### config.mk
export PLATFORM = sky130hd
export DESIGN_NAME = alu_seq
export DESIGN_NICKNAME = d
export VERILOG_FILES = /design/src/rtl/alu_seq.sv
export SDC_FILE = /design/constraint.sdc
export NUM_CORES = 1
export LEC_CHECK = 0
export CAP_MARGIN = 20
export CORE_UTILIZATION = 45
export CTS_BUF_LIST = sky130_fd_sc_hd__clkbuf_2
export DETAILED_ROUTE_END_ITERATION = 10
export PLACE_DENSITY = 0.72
export SYNTH_ARGS = -nofsm -noshare
export SYNTH_HDL_FRONTEND = slang
export SYNTH_SLANG_ARGS = --single-unit
### constraint.sdc
create_clock -name clk -period 1.9 [get_ports clk]
set_input_delay 0.285 -clock clk [delete_from_list [all_inputs] [get_ports clk]]
set_output_delay 0.285 -clock clk [all_outputs]
set_load 0.02 [all_outputs]
### src/rtl/alu_seq.sv
// alu_seq: handshaked ALU, single-cycle logic/arith, iterative mul/div.
// Define ALU_SEQ_MULDIV_EN to build the shift-add mul / restoring div path.
module alu_seq #(
  parameter int WIDTH = 16
) (
  input  logic             clk,
  input  logic             rst_n,
  input  logic             in_valid,
  output logic             in_ready,
  input  logic [2:0]       op,
  input  logic [WIDTH-1:0] a,
  input  logic [WIDTH-1:0] b,
  output logic             out_valid,
  input  logic             out_ready,
  output logic [WIDTH-1:0] result,
  output logic [WIDTH-1:0] result_hi,
  output logic             carry,
  output logic             div_zero,
  output logic             illegal_op
);

`ifdef ALU_SEQ_MULDIV_EN
  typedef enum logic [1:0] {
    IDLE = 2'd0,
    CALC = 2'd1,
    DONE = 2'd2
  } state_t;
`else
  typedef enum logic [1:0] {
    IDLE = 2'd0,
    DONE = 2'd2
  } state_t;
`endif

  state_t state_q, state_d;

  logic accept;
  logic is_add, is_sub, is_mul, is_div;
  logic is_and, is_xor, is_or, is_nota;
  logic [WIDTH:0]   sum, dif;
  logic [WIDTH-1:0] q_res, q_hi;
  logic             q_cy, q_dz, q_il;

  assign in_ready  = rst_n & (state_q == IDLE);
  assign out_valid = (state_q == DONE);
  assign accept    = in_valid & in_ready;

  assign is_add  = (op == 3'b000);
  assign is_sub  = (op == 3'b001);
  assign is_mul  = (op == 3'b010);
  assign is_div  = (op == 3'b011);
  assign is_and  = (op == 3'b100);
  assign is_xor  = (op == 3'b101);
  assign is_or   = (op == 3'b110);
  assign is_nota = (op == 3'b111);

  assign sum = {1'b0, a} + {1'b0, b};
  assign dif = {1'b0, a} - {1'b0, b};

`ifdef ALU_SEQ_MULDIV_EN
  localparam int CW = $clog2(WIDTH) + 1;

  logic [CW-1:0]    cnt;
  logic             is_mul_q;
  logic [WIDTH-1:0] w_hi, w_lo, w_b;
  logic [WIDTH-1:0] n_hi, n_lo;
  logic [WIDTH:0]   madd, shl;
  logic             go_calc, last;

  assign last = (state_q == CALC) && (cnt == CW'(WIDTH - 1));

  // One iteration: mul keeps {w_hi,w_lo} as partial product / multiplier,
  // div keeps w_hi as remainder and shifts quotient bits into w_lo.
  always_comb begin
    n_hi = w_hi;
    n_lo = w_lo;
    madd = '0;
    shl  = '0;
    if (is_mul_q) begin
      madd = {1'b0, w_hi} + (w_lo[0] ? {1'b0, w_b} : '0);
      n_hi = madd[WIDTH:1];
      n_lo = {madd[0], w_lo[WIDTH-1:1]};
    end else begin
      shl = {w_hi, w_lo[WIDTH-1]};
      if (shl >= {1'b0, w_b}) begin
        n_hi = shl[WIDTH-1:0] - w_b;
        n_lo = {w_lo[WIDTH-2:0], 1'b1};
      end else begin
        n_hi = shl[WIDTH-1:0];
        n_lo = {w_lo[WIDTH-2:0], 1'b0};
      end
    end
  end
`endif

  always_comb begin
    q_res = '0;
    q_hi  = '0;
    q_cy  = 1'b0;
    q_dz  = 1'b0;
    q_il  = 1'b0;
`ifdef ALU_SEQ_MULDIV_EN
    go_calc = 1'b0;
`endif
    unique case (1'b1)
      is_add: begin
        q_res = sum[WIDTH-1:0];
        q_cy  = sum[WIDTH];
      end
      is_sub: begin
        q_res = dif[WIDTH-1:0];
        q_cy  = dif[WIDTH];
      end
`ifdef ALU_SEQ_MULDIV_EN
      is_mul: go_calc = 1'b1;
      is_div: begin
        if (b == '0) begin
          q_res = '1;
          q_hi  = a;
          q_dz  = 1'b1;
        end else begin
          go_calc = 1'b1;
        end
      end
`else
      is_mul: q_il = 1'b1;
      is_div: q_il = 1'b1;
`endif
      is_and:  q_res = a & b;
      is_xor:  q_res = a ^ b;
      is_or:   q_res = a | b;
      is_nota: q_res = ~a;
      default: q_res = '0;
    endcase
  end

  always_comb begin
    state_d = state_q;
    unique case (state_q)
      IDLE: begin
        if (accept) begin
`ifdef ALU_SEQ_MULDIV_EN
          state_d = go_calc ? CALC : DONE;
`else
          state_d = DONE;
`endif
        end
      end
`ifdef ALU_SEQ_MULDIV_EN
      CALC: if (last) state_d = DONE;
`endif
      DONE: if (out_ready) state_d = IDLE;
      default: state_d = IDLE;
    endcase
  end

  always_ff @(posedge clk or negedge rst_n) begin
    if (!rst_n) state_q <= IDLE;
    else        state_q <= state_d;
  end

  always_ff @(posedge clk or negedge rst_n) begin
    if (!rst_n) begin
      result     <= '0;
      result_hi  <= '0;
      carry      <= 1'b0;
      div_zero   <= 1'b0;
      illegal_op <= 1'b0;
`ifdef ALU_SEQ_MULDIV_EN
      cnt        <= '0;
      is_mul_q   <= 1'b0;
      w_hi       <= '0;
      w_lo       <= '0;
      w_b        <= '0;
`endif
    end else if (accept) begin
      result     <= q_res;
      result_hi  <= q_hi;
      carry      <= q_cy;
      div_zero   <= q_dz;
      illegal_op <= q_il;
`ifdef ALU_SEQ_MULDIV_EN
      cnt        <= '0;
      is_mul_q   <= is_mul;
      w_hi       <= '0;
      w_lo       <= is_mul ? b : a;
      w_b        <= is_mul ? a : b;
`endif
    end
`ifdef ALU_SEQ_MULDIV_EN
    else if (state_q == CALC) begin
      cnt  <= cnt + CW'(1);
      w_hi <= n_hi;
      w_lo <= n_lo;
      if (last) begin
        result    <= n_lo;
        result_hi <= n_hi;
      end
    end
`endif
  end

endmodule

Word level (Yosys, flattened, before mapping)
Cells that the tools add are included.

Word-level logic and storage cells: 32. Input bits: 39. Register bits: 20. Output and inout bits: 37.

Bitwise operators: 6. Muxes and demuxes: 6. Eq/ne operators: 10. Add/sub/neg operators: 2. Reductions and logical operators: 4.

Operators by type and width (count): $pmux 16 s6 (1); $add 16x16->17 (1); $sub 16x16->17 (1); $and 16x16->16 (1); $not 16->16 (1); $or 16x16->16 (1); $xor 16x16->16 (1); $eq 3x3->1 const B (4); $eq 3x2->1 const B (2); $mux 2 (2); $pmux 2 s2 (1); $eq 3x1->1 const B (1); $logic_not 3->1 (1); $and 1x1->1 (2); $eq 2x2->1 const B (1); $logic_not 2->1 (1); $ne 2x1->1 const B (1); $ne 2x2->1 const B (1); $pmux 1 s2 (1); $reduce_and 2->1 (1); $reduce_or 2->1 (1); $mux 1 (1).

Longest topological paths before layout
Depth after elaboration: 5. Mapped depth: 10. Gate-level depth less buffers: 10.

Least setup slack after synthesis
Ideal clock, no wire load.

Path type: input port to flip-flop. From: input port a[0]. To: register result[14]. Stages on the path: 10. Data arrival time: 2242 ps. Setup time: 66 ps. Required time: 1834 ps. Path buffers: 0. Path slack: -408 ps. Cell sequence: inv_1 ha_1 fa_1 o21bai_2 o211ai_2 a21oi_2 a41oi_2 or4_1 a31oi_1 a221o_1.

Cells in the longest elaborated chain, start to end: 2. Elaborated cells between the ends (all ways): 3.

Ends and longest elaborated chain: start, declared (line 11) `input logic [WIDTH-1:0] a,`; $sub 16x16->17 / $add 16x16->17 (equally long branches) (line 58, 57); $pmux 16 s6 (*) (line 105) `unique case (1'b1)`; end signal, assigned (line 177) `result <= q_res;`; end, declared (line 15) `output logic [WIDTH-1:0] result,`.

Mark *: on every way between the ends. The rest lies on a longest branch, timed or not. A chain may end at the register's enable or synchronous reset.

Worst setup path after layout
From: input port a[1]. To: register carry.

Cells in the longest elaborated chain, start to end: 2. Elaborated cells between the ends (all ways): 3.

Ends and longest elaborated chain: $sub 16x16->17 / $add 16x16->17 (equally long branches) (line 58, 57); $pmux 1 s2 (*) (line 105); end signal, assigned (line 179) `carry <= q_cy;`; end, declared (line 17) `output logic carry,`.

Marked as above.

==> summary by stage <==
Clock tree
The worst-skew pair later-pin latency is between 0.3 and 0.4 ns. The clock transition at the registers of the reported paths is 0.18 ns. The cell at the root of the clock tree is clkbuf_2.

The tree built by TritonCTS fans out to 19 sinks. The number of buffers created by CTS is 3. The TritonCTS clock tree is built. The clock passes through at most 2 buffers. In this run the number of H-tree levels came out at 1.

Hold repair after CTS inserted 0 buffers.

Logic synthesis
The synthesized design contains 0 enable-type register cells. Synthesis produced 450 cells. Summing the areas of all and, or, nand and nor instances in the mapped netlist gives 13.20% of the synthesized area.

Sorting the synthesized cells by area gives the leading types as ha_1, dfrtp_1, inv_1, a21oi_1, mux4_2. The share of the synthesized area in compound gates (AO/OA/AOI/OAI) is between 20% and 30%. After synthesis, the share of flip-flops with an asynchronous set or reset is 100.0%. The adder-cell area share of the yosys netlist is approximately a fifth. The synthesis warning total is 0. The total of flip-flops plus latches after synthesis is 19. The synthesized design spends more area on one cell type than any other, namely ha_1. Summing every instance area after synthesis gives ~3400 um2.

Averaged over all synthesized cells, the footprint is about 7.6 um2. After Yosys synthesis, XOR and XNOR cells account for between 3 and 4% of the synthesized area. The count of unique library cells instantiated by Yosys is 59. The main combinational cell family by area after synthesis is compound AO/OA/AOI/OAI gates.

Measured against the total synthesized area, the mux share comes to under 10%. The share of the Yosys chip area taken by registers is between 10 and 15%. Of the post-synthesis cell area, the dominant cell type holds 18.90%. In the synthesized netlist the dominant register cell turns out to be dfrtp_1.

Global routing
Global routing used between 40 and 50% of the available met1 tracks. The via count of the first global-routing pass is 4153. The total overflow left after global routing is 0. The global routing met3 resource utilization is about 5.4%.

Global routing used between 50% and 60% of the available met2 tracks. met2 is the most crowded layer. The initial antenna violation count is 0.

Global routing used a little under a third of the available tracks across all layers. The first global-routing pass estimated between 15 and 20 mm of wire. Entering global routing, the biggest net connects 20 pins.

Final layout
The post-route netlist has between 40% and 50% of its cells at a drive strength greater than 1. The net count of the finished layout is approximately 750. The count of inserted antenna diode cells is 0.

The fraction of the core area covered by cells at the end of the flow is between 70 and 80%. The cell area after layout is ~6000 um2. The area growth from synthesis to final layout is 69.65%.

Placement
Routability-driven placement finished with a final weighted congestion of ~0.96. In this run the cell area measured after placement is about 5200 um2. The placed wire-length estimate after detailed placement is between 9 and 10 mm. The quantity of I/O buffers inserted on ports is 58.

Die
The region available for standard cell placement spans 7331 um2. The vertical die dimension is roughly 90 um. For this design the top-level I/O count stands at between 70 and 80.

The standard-cell row count is 31. The die is 89.46 um wide. Once the floorplan was initialized, standard cells occupied a little under half of the core. The floorplan step defined a die boundary enclosing around 8000 um2.

Timing
The number of hold violations in the final report was 0. The highest clock frequency the design can meet is around 500 MHz. The setup clock skew after layout is ~0.0016 ns.

Counting I/O delays and the setup requirement, the final critical path takes about 2 ns. The total count of max-transition violations in the final report was 0. In the finished design, the share of the clock period the worst path needs comes to 105.6%. Setup repair after global routing could not meet its margin everywhere. In the post-route analysis, the smallest setup slack over all paths is -0.1055 ns.

Setup violations remaining at the end of the flow were counted as 6.

Power and ir drop
For this design the ratio of total power to cell area is ~460 nW/um2. The leakage power is roughly 2.7 nW. The worst IR drop on VDD is 0.2654 mV. Summing internal, switching and leakage power gives between 0.002 and 0.003 W.

Worst setup path
Along the worst path, the maximum fanout reaches 3. The cell with the biggest individual delay on the critical path is o31a_1. On the critical path the largest part of the delay comes from compound AO/OA/AOI/OAI gates.

The critical path's largest stage delay is between 0.3 and 0.4 ns. The startpoint class of the critical path is an input port. The required time reported for the critical path endpoint is 2.12 ns.

The type of element capturing the critical path is a register. Counting both buffers and inverters, the worst setup path holds a total of 5. The signal on the critical path passes through buf_6 -> inv_4 -> buf_12 -> ha_4 -> buf_6 -> a211oi_4 -> o21ai_1 -> o211ai_1 -> buf_4 -> a211oi_2 -> o31a_1 -> o21ai_1 -> a21oi_1. Setup slack on the worst reg-to-reg path comes out at between 0.2 and 0.25 ns.

The number of cells on the worst reg-to-reg path is 7. The logic depth of the worst path, buffers included is 13. The data arrival time of the critical path is between 2 and 2.5 ns. The critical setup path kind is in -> reg.

Outcome
The final reports fail on negative setup slack. The run finished, with violations left.

Routing
The routed wire length is about 13 mm. The number of vias after detailed routing is roughly 4.3k. The number of antenna-violating nets in the routed design is 0. The count of TritonRoute iterations in the first routing pass is 5. Dividing the detail-routed via count by the number of cells gives 5.725. In this run, the number of DRC markers left after iteration 0 of detailed routing was slightly above 300.

Dividing the detail-routed wire length by the instance count gives ~17 um. After detailed routing, the number of remaining DRC violations is 0.

Worst hold path
The class of the tightest hold or removal check is in -> async.

Job
Across the run, the number of max-cap violations was 0.
routing by layer:
metal / wire length [um] / vias to the layer above
met3: 1263 / 54
li1: - / 1975
met4: 476 / 0
met2: 6326 / 263
met5: 0 / -
met1: 5087 / 2030
flip-flops by register name, summed over array words and instances (netlist names):
name        flops
carry           1
result         16
state_q         1
illegal_op      1
path summary, 6_finish.rpt:
kind,from,to
worst min-delay path,rst_n,result[3]
min in group clk,result[1],result[1]
worst max-delay path,a[1],carry
max in group asynchronous,rst_n,result[9]
worst max register to register,state_q[1],result[15]
worst min register to register,result[1],result[1]
logic make-up after synthesis:
kind of cell,count (synthesis)
buffers and inverters,101
adder cells (fa/ha/maj),53
multiplexers,18
AND/OR/NAND/NOR,98
flip-flops,19
XOR/XNOR,13
other,1
AO/OA/AOI/OAI,147
cells in the mapped netlist, types with 3 or more instances:
cell type,n
nand4_1,3
o21a_1,3
nor2_1,38
o221ai_1,3
or3_1,3
a21oi_1,37
mux2i_1,11
clkbuf_1,14
o22ai_1,7
nor3_1,9
buf_4,17
nand2b_1,6
a211oi_1,8
dfrtp_1,19
o211ai_1,7
a22oi_1,8
o21ai_1,16
nor2b_1,6
a31oi_1,4
ha_1,52
nand3_1,5
o31ai_1,6
nand2_1,21
xnor2_1,11
buf_2,8
a22o_1,7
o21bai_1,5
o21ai_0,11
mux4_2,7
inv_1,59
a221oi_1,4
cell usage in the layout, fill, tap and decap left out, drive strengths merged, types with 5 or more instances in the layout:
master / count
a211oi: 9
o211ai: 8
inv: 60
dfrtp: 19
a22oi: 8
a22o: 7
mux2i: 11
nor2: 39
nand3: 5
ha: 52
o31ai: 6
o22ai: 7
dlygate4sd2: 5
nand2: 21
clkdlybuf4s50: 28
o21ai: 27
xnor2: 11
nand2b: 6
buf: 176
nor3: 9
a21oi: 38
nor2b: 6
o21bai: 6
conb: 17
clkbuf: 15
mux4: 7
area by class of cell:
type | count | area [um2]
Tap cell | 99 | 123.9
Timing Repair Buffer | 226 | 1826
Fill cell | 459 | 1491
Multi-Input combinational cell | 346 | 3151
Sequential cell | 19 | 475.5
Clock buffer | 4 | 20.02
Inverter | 61 | 244.0
worst register-to-register path, stage by stage, from the launching register on:
cell	delay, ns
dfrtp_1	0.43
nor2b_1	0.20
nand2_1	0.30
nor2_1	0.30
nand2_1	0.09
o22ai_2	0.15
nor3_2	0.06
a21oi_1	0.11
per-stage QoR:
stage	setup WS [ns]	hold slack (ns)	setup TNS, ns	cells
after floorplan	-0.2148	-0.01059	-0.3492	466
after global placement	-0.9904	0.4624	-11.20	734
after detailed placement	-1.044	0.4698	-12.40	734
after CTS	-0.2197	0.3488	-0.2728	749
after global routing	-0.1818	0.3591	-1.040	755
final	-0.1055	0.3315	-0.4561	755
what timing repair did:
action | in CTS | in global routing
pin swaps | 39 | 52
setup buffers | 12 | 6
resized for setup | 153 | 66
endpoints found under the setup margin | 17 | 13
endpoints found under the hold margin | 0 | 0
power by group:
part	switching [W]	total, W	internal [W]
Clock	0.000125	0.000181	0.0000558
Sequential	0.0000603	0.000554	0.000493
Combinational	0.000971	0.00193	0.000963
Total	0.00116	0.00267	0.00151
No activity file was read; power rests on OpenSTA's default activity.
==> RTL change 1 (config.mk and constraints unchanged) <==
Change the parameter `WIDTH` from 16 to 18.
--- a/src/rtl/alu_seq.sv
+++ b/src/rtl/alu_seq.sv
@@ -3,3 +3,3 @@
 module alu_seq #(
-  parameter int WIDTH = 16
+  parameter int WIDTH = 18
 ) (
Interface: changed (resized a, b, result and result_hi); port bits go from 76 to 84. No check against the original RTL was run, so the function may have changed too.
==> RTL change 1 against the unedited design <==
The run still ends with negative setup slack left. Power grew 10%. Sequential power grew 11%. Fmax shrank 20%. Worst setup slack lost 0.49 ns. Synthesized area grew 7.7%. Sequential share of layout area grew 0.080 points. Utilization grew 1.8 points. Count of clock-buffer cells in the layout shrank 1. Routed wire length grew 11%. First-iteration DRC count grew 70%. Final area grew 9.4%. Sequential cell count grew 2. Global-route usage shrank 2.6 points. Largest cell class unchanged. Largest power group unchanged.
==> RTL change 1: results (changes against the unedited design) <==
Layout
  • Clock distribution area overhead in the final layout: 0.3132% (-0.030 points)
  • Layout cells sized above 1: 43.50% (-4.1 points)
  • Nets: 811 (+8.3%)
  • CLK BUF: 3 (-1)
  • Seq/total area: 8.222% (+0.080 points)

Synth
  • Unique masters post-synth: 63 (+6.8%)
  • Commonest cells in the netlist: 60 x inv_1, 57 x ha_1, 50 x o21ai_0
  • Cells after synthesis: 506 (+12%)

Global routing
  • Met1 GRT Util: 38.32% (-1.8 points)
  • First-pass GRT wire length: 20.52 mm (+5.2%)
  • Largest net degree at the start of global routing: 29 (+45%)
  • Met3 Use GR: 1.888% (-3.6 points)
  • GRT Total Usage: 29.08% (-2.6 points)
  • Number of global-route vias before repair: 4387 (+5.6%)

Clock tree
  • Reg clk slew, reported paths: 0.21 ns (+0.03 ns)

Timing
  • Setup-failing EPs final: 15 (+9)
  • PnR worst setup slack: -0.5987 ns (-0.4931 ns)

Drt
  • Via count: 4806 (+11%)
  • WL/cell: 17.96 um (+3.1%)
  • First DRT Iteration DRCs: 518 (+70%)
  • M1 wire length: 5.643 mm (+11%)

Run status
  • Failing checks: negative setup slack
  • Status: finished with violations

Placed design
  • I/O Buffers: 64 (+10%)
  • Placed Cells: 774 (+5.4%)
  • Post-DP HPWL: 9.124 mm (-5.3%)

Worst setup path
  • Origin of the worst setup path: a[0]
[RTL change 1: per-stage QoR]
step	setup TNS, ns	setup slack [ns]	area, um2	power (W)
after global routing	-6.562	-0.6292	6391	0.003102
after floorplan	-4.090	-0.4438	3869	0.001520
after global placement	-18.30	-1.286	5420	0.002240
after CTS	-5.154	-0.5183	5836	0.002614
final	-6.321	-0.5987	6391	0.002940
after detailed placement	-19.62	-1.338	5420	0.002288
[RTL change 1: logic make-up (layout without fill, tap and decap cells)]
kind of cell	Yosys count	count (layout)	synth area share, %
compound gates	170	170	30.44
simple gates	128	128	15.83
buf+inv	110	294	13.57
fa+ha+maj	59	59	20.32
flops	21	21	14.17
xor+xnor	11	11	2.599
mux	6	6	2.970
other cells	1	19	0.1012
[RTL change 1: timing repair]
item | in CTS | in global routing
setup endpoints to repair | 18 | 17
gates resized for setup | 100 | 114
buffers inserted | 15 | 20
pin swaps | 53 | 71
==> RTL change 2 (config.mk and constraints unchanged) <==
Made on the original files. Reset style: synchronous (`rst_n`), changed in 2 clocked blocks.
--- a/src/rtl/alu_seq.sv
+++ b/src/rtl/alu_seq.sv
@@ -156,3 +156,3 @@
 
-  always_ff @(posedge clk or negedge rst_n) begin
+  always_ff @(posedge clk) begin
     if (!rst_n) state_q <= IDLE;
@@ -161,3 +161,3 @@
 
-  always_ff @(posedge clk or negedge rst_n) begin
+  always_ff @(posedge clk) begin
     if (!rst_n) begin
Formal check against the unedited RTL: differs if rst_n is asserted again (counterexample within 4 cycles, from zero or initial values and one cycle with rst_n low); with rst_n held inactive, the same outputs for 10 cycles.
==> RTL change 2 against the unedited design <==
Sequential power fell by 20%. Largest cell class unchanged. Worst setup slack lost 0.032 ns. Highest routed layer unchanged. The run still ends with negative setup slack left. Routed wire length increased by 3.7%. Die area rose by 4.5%. Synthesized area increased by 4.6%. Final area rose by 4.8%. Power decreased by 14%. Sequential cell count stayed put. Combinational power shrank 15%.
==> RTL change 2: results (changes against the unedited design) <==
Worst setup path
  • FF-to-FF Start: state_q[1]
  • Origin of the worst setup path: a[0]
  • Setup crit end: result[5]
  • Critical path's slowest cell: a2111o_1
  • Biggest cell delay along the critical path: 0.51 ns (+0.19 ns)
  • R2R Setup Slk: 0.30 ns (+0.09 ns)

Clock tree
  • Clock latency on the worst-skew pair: 0.33 ns (+0.02 ns)
  • Post-CTS setup buffer count: 16 (+4)

Synth
  • Register area share after synthesis: 10.56% (-3.3 points)
  • Mux cell area share after synthesis: 8.687% (+0.91 points)
  • Post-synthesis compound-gate area fraction: 32.63% (+3.5 points)
  • Synth Area in XOR/XNOR: 1.216% (-2.1 points)
  • Post-synth ARST share: 0% (-100 points)
  • Unique masters post-synth: 68 (+15%)
  • Largest cells by area after synthesis: ha_1 18%, dfxtp_1 11%, inv_1 5.3%

Global routing
  • GRT Total Usage: 32.33% (+0.65 points)
  • Largest net degree at the start of global routing: 15 (-25%)
  • First-pass GRT wire length: 21.80 mm (+12%)

Placed design
  • Post-DP HPWL: 10.38 mm (+7.8%)
  • Area after DPL: 0.005509 mm2 (+6.7%)
  • Post-Place Worst Slack: -0.8794 ns (+0.1649 ns)

Layout
  • Non-clock buffering overhead: 31.81% (+0.54 points)
  • Multi-In Gates: 375 (+8.4%)
  • Clock distribution area overhead in the final layout: 0.3273% (-0.016 points)
  • Inverter count: 53 (-13%)
  • Layout cells sized above 1: 45.08% (-2.5 points)
  • Nets: 774 (+3.3%)
  • CLK BUF: 3 (-1)
  • Post-layout util: 79.16% (-0.49 points)

Timing
  • Final hold slack: 0.4967 ns (+0.1652 ns)
  • PnR worst setup slack: -0.1372 ns (-0.03170 ns)
  • Clk_skew: 0.002520 ns (+0.0008865 ns)
  • Setup-failing EPs final: 5 (-1)

Run status
  • Failing checks: negative setup slack
  • Status: finished with violations

Drt
  • WL/cell: 17.42 um (about the same)
  • First DRT Iteration DRCs: 412 (+36%)

Power
  • Maximum vdd drop: 0.1837 mV (-31%)
## RTL change 2: report_power, final
group	total (W)	switching, W	internal, W
combinational	0.00165	0.000824	0.000825
sequential	0.000441	0.0000176	0.000423
clock	0.000196	0.000149	0.0000477
total	0.00229	0.000990	0.00130
## RTL change 2: cells by family after synthesis
logic type               after synthesis
AO/OA/AOI/OAI                        161
AND/OR/NAND/NOR                      118
flip-flops                            19
XOR/XNOR                               5
other                                  1
multiplexers                          21
adder cells (fa/ha/maj)               53
buffers and inverters                 96
## RTL change 2: critical path: cells and delay by family
kind	cells	cell delay, ns
muxes	1	0.28
buffers and inverters	5	0.53
AOI/OAI and AO/OA	5	1.07
adders and majority gates	1	0.16
## RTL change 2: routing by layer
layer / wire, um / part of all wire [%] / global-route usage [%] / vias to the layer above
met5: 0 / 0 / 0 / -
met4: 248 / 1.8 / 6.217 / 0
met3: 949 / 7.0 / 3.601 / 26
met2: 6634 / 49 / 54.64 / 228
met1: 5808 / 43 / 44.25 / 2148
li1: - / - / - / 2127
